**config.mk**
```make
export PLATFORM = sky130hd
export DESIGN_NAME = score_readback
export DESIGN_NICKNAME = d
export VERILOG_FILES = /design/src/rtl/score_readback.sv
export SDC_FILE = /design/constraint.sdc
export NUM_CORES = 1
export LEC_CHECK = 0
export ABC_AREA = 1
export CAP_MARGIN = 10
export CORE_MARGIN = 10
export CORE_UTILIZATION = 49
export DETAILED_ROUTE_END_ITERATION = 7
export PLACE_DENSITY = 0.76
export SYNTH_ARGS = -nofsm -noshare
export SYNTH_HDL_FRONTEND = slang
export SYNTH_SLANG_ARGS = --single-unit
export TNS_END_PERCENT = 5
```
**constraint.sdc**
```tcl
create_clock -name Clock -period 1.6 [get_ports Clock]
set_input_delay 0.32 -clock Clock [delete_from_list [all_inputs] [get_ports Clock]]
set_output_delay 0.32 -clock Clock [all_outputs]
set_load 0.05 [all_outputs]
```
**src/rtl/score_readback.sv**
```systemverilog
// Reader side of the reaction-time score register file: walks entries 1..N, shows each for
// DWELL_CYCLES cycles, and accumulates best and sum. Optional divider: SCORE_READBACK_AVERAGE_EN.
module score_readback #(
    parameter int DWELL_CYCLES = 50000000,
    parameter int MAX_ENTRIES  = 7
) (
    input  logic        Clock,
    input  logic        buttonReset,
    input  logic        buttonShow,
    input  logic [12:0] ReadData,
    output logic [2:0]  ReadAddress,
    output logic [12:0] displayScore,
    output logic [2:0]  displayIndex,
    output logic        displayValid,
    output logic [12:0] bestScore,
    output logic [15:0] sumScores,
    output logic [12:0] averageScore,
    output logic        busy,
    output logic        done
);

    localparam int              CNT_W    = (DWELL_CYCLES > 1) ? $clog2(DWELL_CYCLES) : 1;
    localparam logic [CNT_W-1:0] CNT_LAST = CNT_W'(DWELL_CYCLES - 1);
    localparam logic [2:0]      N_MAX    = 3'(MAX_ENTRIES);
    localparam logic [12:0]     BEST_INIT = 13'h1FFF;

    typedef enum logic [2:0] {
        S_IDLE,
        S_FETCH,
        S_READ,
        S_SHOW,
`ifdef SCORE_READBACK_AVERAGE_EN
        S_AVG,
`endif
        S_FINISH
    } state_e;

    state_e           state_q, state_d;
    logic             btn_q;
    logic [2:0]       idx_q, idx_d;
    logic [2:0]       n_q, n_d;
    logic [CNT_W-1:0] cnt_q, cnt_d;
    logic [12:0]      disp_score_q, disp_score_d;
    logic [2:0]       disp_idx_q, disp_idx_d;
    logic [12:0]      best_q, best_d;
    logic [15:0]      sum_q, sum_d;

    logic       start;
    logic [2:0] n_clamp;

    assign start   = buttonShow & ~btn_q;
    assign n_clamp = (ReadData[2:0] > N_MAX) ? N_MAX : ReadData[2:0];

`ifdef SCORE_READBACK_AVERAGE_EN
    // Restoring divider: remainder is always below N (<= 7), so 3 bits hold it.
    logic [2:0]  div_rem_q, div_rem_d;
    logic [15:0] div_quo_q, div_quo_d;
    logic [3:0]  div_cnt_q, div_cnt_d;
    logic [12:0] avg_q, avg_d;
    logic [3:0]  rem_shift;
    logic        rem_ge;
    logic [15:0] quo_next;

    assign rem_shift = {div_rem_q, div_quo_q[15]};
    assign rem_ge    = (rem_shift >= {1'b0, n_q});
    assign quo_next  = {div_quo_q[14:0], rem_ge};
`endif

    // NOTE: every output and _d signal gets a default first, so no path leaves one unassigned (no latches).
    always_comb begin
        state_d      = state_q;
        idx_d        = idx_q;
        n_d          = n_q;
        cnt_d        = cnt_q;
        disp_score_d = disp_score_q;
        disp_idx_d   = disp_idx_q;
        best_d       = best_q;
        sum_d        = sum_q;
        ReadAddress  = 3'd0;
        displayValid = 1'b0;
        done         = 1'b0;
`ifdef SCORE_READBACK_AVERAGE_EN
        div_rem_d = div_rem_q;
        div_quo_d = div_quo_q;
        div_cnt_d = div_cnt_q;
        avg_d     = avg_q;
`endif

        case (state_q)
            S_IDLE: begin
                if (start) begin
                    best_d  = BEST_INIT;
                    sum_d   = 16'd0;
`ifdef SCORE_READBACK_AVERAGE_EN
                    avg_d   = 13'd0;
`endif
                    state_d = S_FETCH;
                end
            end
            S_FETCH: begin
                n_d = n_clamp;
                if (n_clamp == 3'd0) begin
                    state_d = S_FINISH;
                end else begin
                    idx_d   = 3'd1;
                    state_d = S_READ;
                end
            end
            S_READ: begin
                ReadAddress  = idx_q;
                disp_score_d = ReadData;
                disp_idx_d   = idx_q;
                sum_d        = sum_q + {3'b000, ReadData};
                if (ReadData < best_q) begin
                    best_d = ReadData;
                end
                state_d = S_SHOW;
            end
            S_SHOW: begin
                ReadAddress  = idx_q;
                displayValid = 1'b1;
                if (cnt_q == CNT_LAST) begin
                    cnt_d = '0;
                    if (idx_q == n_q) begin
                        state_d = S_FINISH;
                    end else begin
                        idx_d   = idx_q + 3'd1;
                        state_d = S_READ;
                    end
                end else begin
                    cnt_d = cnt_q + 1'b1;
                end
            end
            S_FINISH: begin
                done    = 1'b1;
                state_d = S_IDLE;
`ifdef SCORE_READBACK_AVERAGE_EN
                if (n_q != 3'd0) begin
                    div_rem_d = 3'd0;
                    div_quo_d = sum_q;
                    div_cnt_d = 4'd0;
                    state_d   = S_AVG;
                end
`endif
            end
`ifdef SCORE_READBACK_AVERAGE_EN
            S_AVG: begin
                div_quo_d = quo_next;
                div_rem_d = rem_ge ? 3'(rem_shift - {1'b0, n_q}) : rem_shift[2:0];
                div_cnt_d = div_cnt_q + 4'd1;
                if (div_cnt_q == 4'd15) begin
                    // Mean of 13-bit scores never exceeds 8191, so the quotient fits.
                    avg_d   = 13'(quo_next);
                    state_d = S_IDLE;
                end
            end
`endif
            default: state_d = S_IDLE;
        endcase
    end

    // NOTE: state registers use non-blocking assignments so every flop samples pre-edge values.
    always_ff @(posedge Clock) begin
        if (buttonReset) begin
            state_q      <= S_IDLE;
            btn_q        <= 1'b0;
            idx_q        <= 3'd0;
            n_q          <= 3'd0;
            cnt_q        <= '0;
            disp_score_q <= 13'd0;
            disp_idx_q   <= 3'd0;
            best_q       <= BEST_INIT;
            sum_q        <= 16'd0;
`ifdef SCORE_READBACK_AVERAGE_EN
            div_rem_q    <= 3'd0;
            div_quo_q    <= 16'd0;
            div_cnt_q    <= 4'd0;
            avg_q        <= 13'd0;
`endif
        end else begin
            state_q      <= state_d;
            btn_q        <= buttonShow;
            idx_q        <= idx_d;
            n_q          <= n_d;
            cnt_q        <= cnt_d;
            disp_score_q <= disp_score_d;
            disp_idx_q   <= disp_idx_d;
            best_q       <= best_d;
            sum_q        <= sum_d;
`ifdef SCORE_READBACK_AVERAGE_EN
            div_rem_q    <= div_rem_d;
            div_quo_q    <= div_quo_d;
            div_cnt_q    <= div_cnt_d;
            avg_q        <= avg_d;
`endif
        end
    end

    assign displayScore = disp_score_q;
    assign displayIndex = disp_idx_q;
    assign bestScore    = best_q;
    assign sumScores    = sum_q;
    assign busy         = (state_q != S_IDLE);
`ifdef SCORE_READBACK_AVERAGE_EN
    assign averageScore = avg_q;
`else
    assign averageScore = 13'd0;
`endif

endmodule

```
==> summary.txt <==
Power and ir drop
  • Sw Pwr: 3010 uW
  • Seq pwr share: 32.7%
  • Sw frac: 40.6%
  • Overall power: 7410 uW
  • Power share of the combinational group: 44.6%
  • Clock share of power: 22.6%
  • Power Density: 1020 nW/um2
  • Internal power: 4400 uW
  • P_leak: 0.00346 uW
  • Peak supply drop: 0.000529 V

Die
  • Core area: 9770 um2
  • Site Rows: 36
  • Starting Density: 50.4%
  • Die Y: 120 um
  • Die area: 14500 um2
  • Top Ports: 80
  • Die W: 120 um

STA
  • Final worst slack: -0.0598 ns
  • Post-Route Setup TNS: -0.345 ns
  • Final Cycle Share: 104%
  • Tmin final: 1.66 ns
  • RSZ-0062 raised after global routing: yes
  • Final Skew: 0.00957 ns
  • Final hold vios: 0
  • Slew Limit Fails: 0
  • Final number of setup-violating endpoints: 20
  • Fmax: 602 MHz

Global route
  • Largest net degree at the start of global routing: 38
  • Vias in the first global route: 5452
  • Global-route track usage on met2: 39.2%
  • GRT met1 Usage: 22.4%
  • Global routing met3 resource utilization: 3.77%
  • Initial antenna violation count: 0
  • First-pass GRT wire length: 25.3 mm
  • Tot GR Track Use: 20.9%
  • GR peak layer: met2
  • GRT overflow: 0

Drt
  • Avg Vias per Cell: 5.13
  • DRC: 0
  • Drt initial violations: 387
  • Final ANT Viol Nets: 0
  • Vias: 5473
  • Drt pass-1 iters: 5
  • Detailed Route WL: 15.6 mm
  • DR WL/cell: 14.6 um

Setup path
  • Crit Path Max Fanout: 6
  • Worst Path Arrival: 1.91 ns
  • Worst Path Class, Setup: reg -> reg
  • Crit end category: flop
  • Startpoint Class: flop
  • Critical Path RT: 1.85 ns

Clocking
  • CTS Buffer Depth: 2
  • Cts bufs inserted: 9
  • TritonCTS Sinks: 81
  • Root Buffer: clkbuf_8
  • Clock slew at reported path FFs: 0.09 ns
  • Worst skew pair latency: 0.36 ns
  • CTS tree: yes
  • Htree depth: 3

Yosys
  • Top cell type by total area after synthesis: dfxtp_1
  • Post-synthesis async set-or-reset flop share: 0%
  • Seq/Total Area, Yosys: 32.9%
  • EDFF count, synth: 0
  • Synth top area share: 32.9%
  • Dominant synthesized flop cell: dfxtp_1
  • Yosys cell types: 36
  • Mapped Cells: 764
  • Mapped Area: 4930 um2
  • Count of warnings emitted by yosys: 0
  • Seq cells post-synth: 81
  • Mean Syn Cell Area: 6.45 um2
  • Synth top area cells: dfxtp_1, nand2_1, inv_1

Status
  • Failing checks: negative setup slack
  • Status: complete, but fails checks

Placement
  • Post-Place Setup Slack: -0.654 ns
  • Placed Cells: 1034
  • Post-DP HPWL: 11.3 mm
  • RD Place Congestion: 0.893
  • Number of buffers inserted by port buffering: 66

Finish
  • Number of nets in the layout: 973
  • Final design utilization: 74.6%
  • Commonest non-fill, non-tap cell in the layout: nand2_1
  • Non-Filler Instances: 1067
  • # fillers: 755
  • Most frequent cells in the layout: nand2_1, buf_4, inv_1
  • Share of layout cells above drive strength 1: 32.2%
  • Diode count: 0
  • Area grow syn2layout: 47.8%

Worst hold path
  • Min-Delay Path Class: reg -> reg

Flow run
  • MaxCap Viol Count: 0
## through the flow
step | area [um2] | hold WS, ns
final | 7290 | 0.478
after global routing | 7290 | 0.492
after CTS | 7060 | 0.477
after detailed placement | 6460 | 0.455
after global placement | 6460 | 0.454
after floorplan | 5020 | 0.440
## flip-flops by register name, summed over array words and instances (netlist names)
signal,flops
cnt_q,26
sumScores,16
bestScore,13
displayScore,13
displayIndex,3
idx_q,3
n_q,3
state_q,3
btn_q,1
## per-layer routing
layer | part of all wire [%] | vias up
met5 | 0 | -
met4 | 3.0 | 0
met3 | 6.2 | 35
met2 | 53 | 178
met1 | 38 | 2540
li1 | - | 2720
## logic make-up (layout without fill, tap and decap cells)
kind of cell	count (synthesis)	in the layout	synth area share [%]
AND/OR/NAND/NOR	412	413	36.3
AO/OA/AOI/OAI	85	85	8.99
other	1	13	0.0761
buffers and inverters	144	301	12.2
adder cells (fa/ha/maj)	28	28	7.26
flip-flops	81	81	32.9
XOR/XNOR	13	13	2.31
## repair_timing
action | in CTS | in global routing
cloned | 1 | 0
pin swaps | 19 | 17
buffers inserted | 10 | 6
resized for setup | 73 | 55
hold buffers | 0 | 0
endpoints found under the setup margin | 50 | 57
## path summary, 6_finish.rpt
path / slack [ns] / to / cells after the start / from
worst min-delay path: 0.48 / bestScore[1] / 2 / bestScore[1]
worst max register to register: -0.06 / cnt_q[22] / 10 / cnt_q[1]
worst max-delay path: -0.06 / cnt_q[22] / 10 / cnt_q[1]
worst min register to register: 0.48 / bestScore[1] / 2 / bestScore[1]
## cell usage after synthesis (all sizes together), types with 4 or more instances
cell type,n
nand2,207
inv,112
or2,4
o21ai,29
a211oi,4
xnor2,4
nand3,67
clkbuf,8
nand4,14
a21oi,50
ha,27
nor3,9
buf,23
nor2,107
xor2,9
dfxtp,81
## power groups by stage
stage	sequential, uW	clock [uW]	combinational [uW]
2_1_floorplan	3090	0	1160
3_3_place_gp	2430	0	2850
3_5_place_dp	2440	0	2900
4_1_cts	2420	1690	3150
5_1_grt	2450	1790	3570
6_report	2430	1680	3310
## cell type report
class	count	area, um2	share of cell area (%)
well taps	133	166	2.28
repair buffers	172	1600	22.0
flip-flops and latches	81	1660	22.7
clock inverters	4	56.3	0.773
clock buffers	12	166	2.28
multi-input cells	552	3210	44.1
inverters	113	427	5.85
## worst max-delay path, cell delays in order, from the launching register on
cell     delay [ns]
dfxtp_2        0.36
ha_4           0.16
nand2_4        0.06
nor2_4         0.14
nand2_2        0.10
nor2_4         0.15
nand2_2        0.09
nor3_4         0.28
nand3_1        0.11
nand2_1        0.07
nor2_1         0.04
(Power assumes the default switching activity.)
